**src/rtl/memmu_cr_address_gen_if.sv**
```systemverilog
// memmu_cr_address_gen_if: SIU point stream, region config and MemMU address port.
interface memmu_cr_address_gen_if #(
    parameter int ADDR_W = 19,
    parameter int ID_W   = 19,
    parameter int X_W    = 10,
    parameter int Y_W    = 9,
    parameter int NUM_CH = 4,
    parameter int CH_W   = NUM_CH > 1 ? $clog2(NUM_CH) : 1,
    parameter int CNT_W  = 16
);
    logic              i_SIU_valid;
    logic              o_SIU_ready;
    logic [CH_W-1:0]   i_SIU_channel;
    logic [ID_W-1:0]   i_SIU_pointID;
    logic [X_W-1:0]    i_SIU_x;
    logic [Y_W-1:0]    i_SIU_y;
    logic              i_cfg_mode;
    logic [X_W:0]      i_cfg_rowWidth;
    logic              i_cfg_we;
    logic [CH_W-1:0]   i_cfg_ch;
    logic [ADDR_W-1:0] i_cfg_base;
    logic [ADDR_W:0]   i_cfg_size;
    logic              o_MemMU_CR_A_valid;
    logic              i_MemMU_ready;
    logic [ADDR_W-1:0] o_MemMU_CR_A_address;
    logic [CH_W-1:0]   o_MemMU_CR_A_channel;
    logic [CNT_W-1:0]  o_MemMU_CR_A_dropCount;

    modport master (
        output i_SIU_valid, i_SIU_channel, i_SIU_pointID, i_SIU_x, i_SIU_y,
        output i_cfg_mode, i_cfg_rowWidth, i_cfg_we, i_cfg_ch, i_cfg_base, i_cfg_size,
        output i_MemMU_ready,
        input  o_SIU_ready, o_MemMU_CR_A_valid, o_MemMU_CR_A_address,
        input  o_MemMU_CR_A_channel, o_MemMU_CR_A_dropCount
    );

    modport slave (
        input  i_SIU_valid, i_SIU_channel, i_SIU_pointID, i_SIU_x, i_SIU_y,
        input  i_cfg_mode, i_cfg_rowWidth, i_cfg_we, i_cfg_ch, i_cfg_base, i_cfg_size,
        input  i_MemMU_ready,
        output o_SIU_ready, o_MemMU_CR_A_valid, o_MemMU_CR_A_address,
        output o_MemMU_CR_A_channel, o_MemMU_CR_A_dropCount
    );
endinterface

```
**src/rtl/memmu_cr_address_gen.sv**
```systemverilog
// memmu_cr_address_gen: 2-stage SIU point -> MemMU word address translator with
// per-channel base/size regions; out-of-region points are dropped and counted.
module memmu_cr_address_gen #(
    parameter int ADDR_W = 19,
    parameter int ID_W   = 19,
    parameter int X_W    = 10,
    parameter int Y_W    = 9,
    parameter int NUM_CH = 4,
    parameter int CH_W   = NUM_CH > 1 ? $clog2(NUM_CH) : 1,
    parameter int CNT_W  = 16
) (
    input logic i_SYSTEM_clk,
    input logic i_SYSTEM_rst,
    memmu_cr_address_gen_if.slave bus
);
    localparam int OFF_W  = ADDR_W + 1;
    localparam int PROD_W = X_W + Y_W + 2;
    localparam int SRC_W  = PROD_W > ID_W ? PROD_W : ID_W;
    // At least one bit above the offset so saturation detection always has a slice to test
    localparam int FULL_W = (SRC_W > OFF_W ? SRC_W : OFF_W) + 1;

    logic [ADDR_W-1:0] base [NUM_CH];
    logic [ADDR_W:0]   size [NUM_CH];
    logic              s1Valid;
    logic [OFF_W-1:0]  s1Offset;
    logic [CH_W-1:0]   s1Channel;
    logic              outValid;
    logic [ADDR_W-1:0] outAddress;
    logic [CH_W-1:0]   outChannel;
    logic [CNT_W-1:0]  dropCount;
    logic [FULL_W-1:0] fullOffset;
    logic [OFF_W-1:0]  newOffset;
    logic [CH_W-1:0]   chIdx;
    logic              chOk, drop, s1Advance, siuReady, cfgHit;

    assign fullOffset = bus.i_cfg_mode
        ? FULL_W'(bus.i_SIU_y) * FULL_W'(bus.i_cfg_rowWidth) + FULL_W'(bus.i_SIU_x)
        : FULL_W'(bus.i_SIU_pointID);
    assign newOffset = |fullOffset[FULL_W-1:OFF_W] ? '1 : fullOffset[OFF_W-1:0];

    assign chOk      = int'(s1Channel) < NUM_CH;
    assign chIdx     = chOk ? s1Channel : '0;
    assign drop      = !chOk || s1Offset >= size[chIdx];
    // A dropped point never waits on the output register
    assign s1Advance = s1Valid && (drop || !outValid || bus.i_MemMU_ready);
    assign siuReady  = !s1Valid || s1Advance;
    assign cfgHit    = bus.i_cfg_we && int'(bus.i_cfg_ch) < NUM_CH;

    assign bus.o_SIU_ready            = siuReady && !i_SYSTEM_rst;
    assign bus.o_MemMU_CR_A_valid     = outValid;
    assign bus.o_MemMU_CR_A_address   = outAddress;
    assign bus.o_MemMU_CR_A_channel   = outChannel;
    assign bus.o_MemMU_CR_A_dropCount = dropCount;

    always_ff @(posedge i_SYSTEM_clk or posedge i_SYSTEM_rst) begin
        if (i_SYSTEM_rst) begin
            for (int i = 0; i < NUM_CH; i++) begin
                base[i] <= '0;
                size[i] <= {1'b1, {ADDR_W{1'b0}}};
            end
            s1Valid    <= 1'b0;
            s1Offset   <= '0;
            s1Channel  <= '0;
            outValid   <= 1'b0;
            outAddress <= '0;
            outChannel <= '0;
            dropCount  <= '0;
        end else begin
            if (cfgHit) begin
                base[bus.i_cfg_ch] <= bus.i_cfg_base;
                size[bus.i_cfg_ch] <= bus.i_cfg_size;
            end
            if (siuReady) begin
                s1Valid <= bus.i_SIU_valid;
                if (bus.i_SIU_valid) begin
                    s1Offset  <= newOffset;
                    s1Channel <= bus.i_SIU_channel;
                end
            end
            if (s1Advance && !drop) begin
                outValid   <= 1'b1;
                outAddress <= base[chIdx] + s1Offset[ADDR_W-1:0];
                outChannel <= s1Channel;
            end else if (bus.i_MemMU_ready) begin
                outValid <= 1'b0;
            end
            if (s1Advance && drop && !(&dropCount))
                dropCount <= dropCount + CNT_W'(1);
        end
    end
endmodule

```
**src/flat_wrapper.sv**
```systemverilog
// flat-port wrapper written by rule: the top's interface ports become plain ports
module memmu_cr_address_gen_flat 
#(
    parameter int ADDR_W = 19,
    parameter int ID_W   = 19,
    parameter int X_W    = 10,
    parameter int Y_W    = 9,
    parameter int NUM_CH = 4,
    parameter int CH_W   = NUM_CH > 1 ? $clog2(NUM_CH) : 1,
    parameter int CNT_W  = 16
)
  (i_SYSTEM_clk, i_SYSTEM_rst, bus_i_SIU_valid, bus_i_SIU_channel, bus_i_SIU_pointID, bus_i_SIU_x, bus_i_SIU_y, bus_i_cfg_mode, bus_i_cfg_rowWidth, bus_i_cfg_we, bus_i_cfg_ch, bus_i_cfg_base, bus_i_cfg_size, bus_i_MemMU_ready, bus_o_SIU_ready, bus_o_MemMU_CR_A_valid, bus_o_MemMU_CR_A_address, bus_o_MemMU_CR_A_channel, bus_o_MemMU_CR_A_dropCount);
  memmu_cr_address_gen_if #(.ADDR_W(ADDR_W), .ID_W(ID_W), .X_W(X_W), .Y_W(Y_W), .NUM_CH(NUM_CH), .CH_W(CH_W), .CNT_W(CNT_W)) bus_i ();
  input logic i_SYSTEM_clk;
  input logic i_SYSTEM_rst;
  input wire logic [$bits(bus_i.i_SIU_valid)-1:0] bus_i_SIU_valid;
  input wire logic [$bits(bus_i.i_SIU_channel)-1:0] bus_i_SIU_channel;
  input wire logic [$bits(bus_i.i_SIU_pointID)-1:0] bus_i_SIU_pointID;
  input wire logic [$bits(bus_i.i_SIU_x)-1:0] bus_i_SIU_x;
  input wire logic [$bits(bus_i.i_SIU_y)-1:0] bus_i_SIU_y;
  input wire logic [$bits(bus_i.i_cfg_mode)-1:0] bus_i_cfg_mode;
  input wire logic [$bits(bus_i.i_cfg_rowWidth)-1:0] bus_i_cfg_rowWidth;
  input wire logic [$bits(bus_i.i_cfg_we)-1:0] bus_i_cfg_we;
  input wire logic [$bits(bus_i.i_cfg_ch)-1:0] bus_i_cfg_ch;
  input wire logic [$bits(bus_i.i_cfg_base)-1:0] bus_i_cfg_base;
  input wire logic [$bits(bus_i.i_cfg_size)-1:0] bus_i_cfg_size;
  input wire logic [$bits(bus_i.i_MemMU_ready)-1:0] bus_i_MemMU_ready;
  output wire logic [$bits(bus_i.o_SIU_ready)-1:0] bus_o_SIU_ready;
  output wire logic [$bits(bus_i.o_MemMU_CR_A_valid)-1:0] bus_o_MemMU_CR_A_valid;
  output wire logic [$bits(bus_i.o_MemMU_CR_A_address)-1:0] bus_o_MemMU_CR_A_address;
  output wire logic [$bits(bus_i.o_MemMU_CR_A_channel)-1:0] bus_o_MemMU_CR_A_channel;
  output wire logic [$bits(bus_i.o_MemMU_CR_A_dropCount)-1:0] bus_o_MemMU_CR_A_dropCount;
  assign bus_i.i_SIU_valid = bus_i_SIU_valid;
  assign bus_i.i_SIU_channel = bus_i_SIU_channel;
  assign bus_i.i_SIU_pointID = bus_i_SIU_pointID;
  assign bus_i.i_SIU_x = bus_i_SIU_x;
  assign bus_i.i_SIU_y = bus_i_SIU_y;
  assign bus_i.i_cfg_mode = bus_i_cfg_mode;
  assign bus_i.i_cfg_rowWidth = bus_i_cfg_rowWidth;
  assign bus_i.i_cfg_we = bus_i_cfg_we;
  assign bus_i.i_cfg_ch = bus_i_cfg_ch;
  assign bus_i.i_cfg_base = bus_i_cfg_base;
  assign bus_i.i_cfg_size = bus_i_cfg_size;
  assign bus_i.i_MemMU_ready = bus_i_MemMU_ready;
  assign bus_o_SIU_ready = bus_i.o_SIU_ready;
  assign bus_o_MemMU_CR_A_valid = bus_i.o_MemMU_CR_A_valid;
  assign bus_o_MemMU_CR_A_address = bus_i.o_MemMU_CR_A_address;
  assign bus_o_MemMU_CR_A_channel = bus_i.o_MemMU_CR_A_channel;
  assign bus_o_MemMU_CR_A_dropCount = bus_i.o_MemMU_CR_A_dropCount;
  memmu_cr_address_gen #(.ADDR_W(ADDR_W), .ID_W(ID_W), .X_W(X_W), .Y_W(Y_W), .NUM_CH(NUM_CH), .CH_W(CH_W), .CNT_W(CNT_W)) u_core (.i_SYSTEM_clk(i_SYSTEM_clk), .i_SYSTEM_rst(i_SYSTEM_rst), .bus(bus_i));
endmodule
```
**config.mk**
```make
export PLATFORM = sky130hd
export DESIGN_NAME = memmu_cr_address_gen_flat
export DESIGN_NICKNAME = d
export VERILOG_FILES = /design/src/rtl/memmu_cr_address_gen_if.sv /design/src/rtl/memmu_cr_address_gen.sv /design/src/flat_wrapper.sv
export SDC_FILE = /design/constraint.sdc
export NUM_CORES = 1
export LEC_CHECK = 0
export ABC_AREA = 1
export BUFFER_PORTS_ARGS = -buffer_cell sky130_fd_sc_hd__buf_2
export CORE_ASPECT_RATIO = 1.1
export CORE_MARGIN = 3
export CORE_UTILIZATION = 45
export CTS_CLUSTER_DIAMETER = 80
export DETAILED_ROUTE_END_ITERATION = 10
export PLACE_DENSITY_LB_ADDON = 0.3
export RECOVER_POWER = 25
export SYNTH_ARGS = -nofsm -noshare
export SYNTH_HDL_FRONTEND = slang
export SYNTH_SLANG_ARGS = --single-unit
```
**constraint.sdc**
```tcl
create_clock -name i_SYSTEM_clk -period 5.86 [get_ports i_SYSTEM_clk]
set_input_delay 0.293 -clock i_SYSTEM_clk [delete_from_list [all_inputs] [get_ports i_SYSTEM_clk]]
set_output_delay 0.293 -clock i_SYSTEM_clk [all_outputs]
set_load 0.05 [all_outputs]
```
==> metrics <==
status=complete, but fails checks; failing checks=max-capacitance violations, max-slew violations; Rows=69; DRC viols=0; vias in the first global route=12,956; RSZ-0062 raised after global routing=false; Comb power frac=56.1%; setup total negative slack=0 ns; CP max stage cell=fa_1; clock sink count=217; post-CTS resize count=0; die area=36,000 sq um; P_leak=9.32 nW; Final Max Slew Viols=216; critical path class=in -> reg; area of the core=32,800 sq um; Max H-tree Level=1; # hold bufs at CTS=1; fmax=219 MHz; initial antenna violation count=0; Net Sw Frac=47.3%; Worst setup SP type=input pin; remaining global-route overflow=0; Max Buffers Root-to-Sink=3; CTS tree=built; die span in y=199 um; Fin. Hold Viols=0; largest area contributor in the netlist=dfrtp_1; max_cap viols=3; I/O pin count=137; number of setup violations in the final report=0; IR drop worst, VDD=0.000234 V; fin nets=2,345; Synthesis Warnings=0; post-synth top area share=35.1%; Power Density=496 nW/um^2; DR vias/cell=5.18; synth top area cells=dfrtp_1, nand2_1, fa_1, ha_1, o21ai_0; Critical Path Most Common Cell=nand2_1; Root Driver=clkbuf_16; commonest cells after routing, fill and taps aside=nand2_1, inv_1, o21ai_0; post-layout util=51.8%; sequential share of power=24.6%; syn_area_per_cell=7.63 sq um; Total Wirelength=40.1 mm; asr flop ratio synth=100%; Reg clk slew, reported paths=0.06 ns; WP data required=6.26 ns; largest net degree at the start of global routing=83; post-synthesis sequential area ratio=35.7%; Distinct cells, synth=43; ANT nets after route=0; cts bufs inserted=24; Post-Syn Area=15,200 sq um; critical path fanouts, max=20; first drt pass iteration count=5; share of cells above drive strength 1=11.0%; Die Wd=181 um; drt initial violations=1,037; period utilization=78.0%; RePlAce Congestion=0.939; crit path time final=4.57 ns; first-pass GRT wire length=67.0 mm; FF+latch count, synth=217; worst hold slack=0.0267 ns; clk_lat worst skew=0.52 ns; Tightest Pin Transition=4.10 ns; Setup Buffers After CTS=0; # diodes=0; prevailing post-synth register cell=dfrtp_1; vias=13,059; CP endpoint kind=flop; routed len/inst=15.9 um; Total GRT Usage=22.5%; Initial Util=46.3%; net switching power of the design=3.99 mW; Clk pwr share=19.3%; Post-synth EDFFs=0; clock skew after layout=0.0143 ns; area delta synth->final=11.8%; WP data arrival=4.97 ns; P_int=4.44 mW; Port Buf Inserts=136; syn nets=2,260; Final Power=8.44 mW; detailed placement HPWL=29.5 mm; CP max stage delay=0.54 ns; Cells after Synth=1,992; worst rel slew slack=-174%; hold crit path type=in -> reg; most common cell after layout, fill and taps aside=nand2_1; CP cell instances=buf_2 -> nand2_1 -> fa_1 -> fa_1 -> inv_1 -> fa_1 -> fa_1 -> inv_1 -> fa_1 -> inv_1 -> ha_1 -> nand2_1 -> nor2_2 -> nand2_1 -> nand3b_1 -> nand3_1 -> nand2_1 -> nand3_1 -> buf_4 -> o21ai_0 -> nand2_1 -> nand2_1
kinds of logic (layout without fill, tap and decap cells):
kind of cell    Yosys count  after routing  synth area share [%]
fa+ha+maj               170            170                  17.5
xor+xnor                 31             31                  1.79
buf+inv                 368            469                  9.45
flops                   217            217                  35.7
mux                       1              1                0.0658
simple gates            866            866                  22.8
compound gates          339            339                  12.6
Yosys cell counts, types with 2 or more instances:
master and number:
buf_1 9, a21oi_1 52, dfrtp_1 213, xnor2_1 19, nand3b_1 9, inv_1 272
nand4_1 12, o22ai_1 18, o21ai_0 221, nand3_1 67, buf_2 6, nor2_1 99
nor3_1 8, a32o_1 19, ha_1 98, dfstp_2 4, buf_4 4, o21ai_2 14
clkinv_1 2, nor2_4 2, nand2_2 4, nand2_1 656, fa_1 72, a211oi_1 2
or2_2 5, o21a_1 2, xor2_1 12, a21o_1 5, clkbuf_1 69, buf_6 4
power by group through the flow:
stage	logic [mW]	registers [mW]	clock network, mW
CTS	4.75	2.07	1.66
finish	4.73	2.08	1.63
floorplan	3.36	2.32	0
global route	5.41	2.11	1.72
global placement	4.64	2.09	0
detailed placement	4.71	2.09	0
critical path: cells and delay by family:
family                   cells  cell delay [ns]
AND/OR/NAND/NOR             10             0.99
buffers and inverters        5             0.61
AO/OA/AOI/OAI                1             0.12
adder cells (fa/ha/maj)      6             2.96
state kept, by name, summed over array words and instances (netlist names):
signal / count
u_core.bus.o_MemMU_CR_A_valid: 1
u_core.bus.o_MemMU_CR_A_dropCount: 16
u_core.bus.o_MemMU_CR_A_address: 19
u_core.s1Offset: 20
u_core.base: 76
u_core.chIdx: 2
u_core.bus.o_MemMU_CR_A_channel: 2
u_core.size: 80
u_core.s1Valid: 1
through the flow:
stage / cell area [sq um] / setup WS [ns] / instances
floorplan: 15200 / 1.12 / 1992
global placement: 16200 / 0.886 / 2476
detailed placement: 16200 / 0.770 / 2476
global route: 17000 / 0.860 / 2519
CTS: 17000 / 1.32 / 2519
finish: 17000 / 1.29 / 2519
area by class of cell:
| class | count | area [sq um] |
|---|---|---|
| flip-flops and latches | 217 | 5440 |
| clock buffers | 27 | 632 |
| well taps | 426 | 533 |
| inverters | 276 | 1040 |
| multi-input cells | 1407 | 8350 |
| clock inverters | 15 | 218 |
| repair buffers | 151 | 782 |
| fillers | 3175 | 15800 |
path summary, 6_finish.rpt:
path	startpoint	to	slack [ns]	depth (start not counted)
worst max-delay path	bus_i_SIU_y[8]	u_core.s1Offset[1]	1.29	22
worst min-delay path	bus_i_SIU_channel[0]	u_core.chIdx[0]	0.03	3
worst max register to register	u_core.chIdx[1]	u_core.s1Offset[4]	1.64	16
worst min register to register	u_core.bus.o_MemMU_CR_A_address[18]	u_core.bus.o_MemMU_CR_A_address[18]	0.47	2
max in group asynchronous	i_SYSTEM_rst	u_core.chIdx[0]	1.75	3
min in group asynchronous	i_SYSTEM_rst	u_core.size[55]	0.18	3
routing by layer:
layer	track usage, %	vias up	share of wire [%]
li1	-	6447	-
met1	29.7	6186	43
met2	39.2	347	49
met3	2.38	79	4.6
met4	7.48	0	3.5
met5	0	-	0
Power figures use the tool's default switching activity.
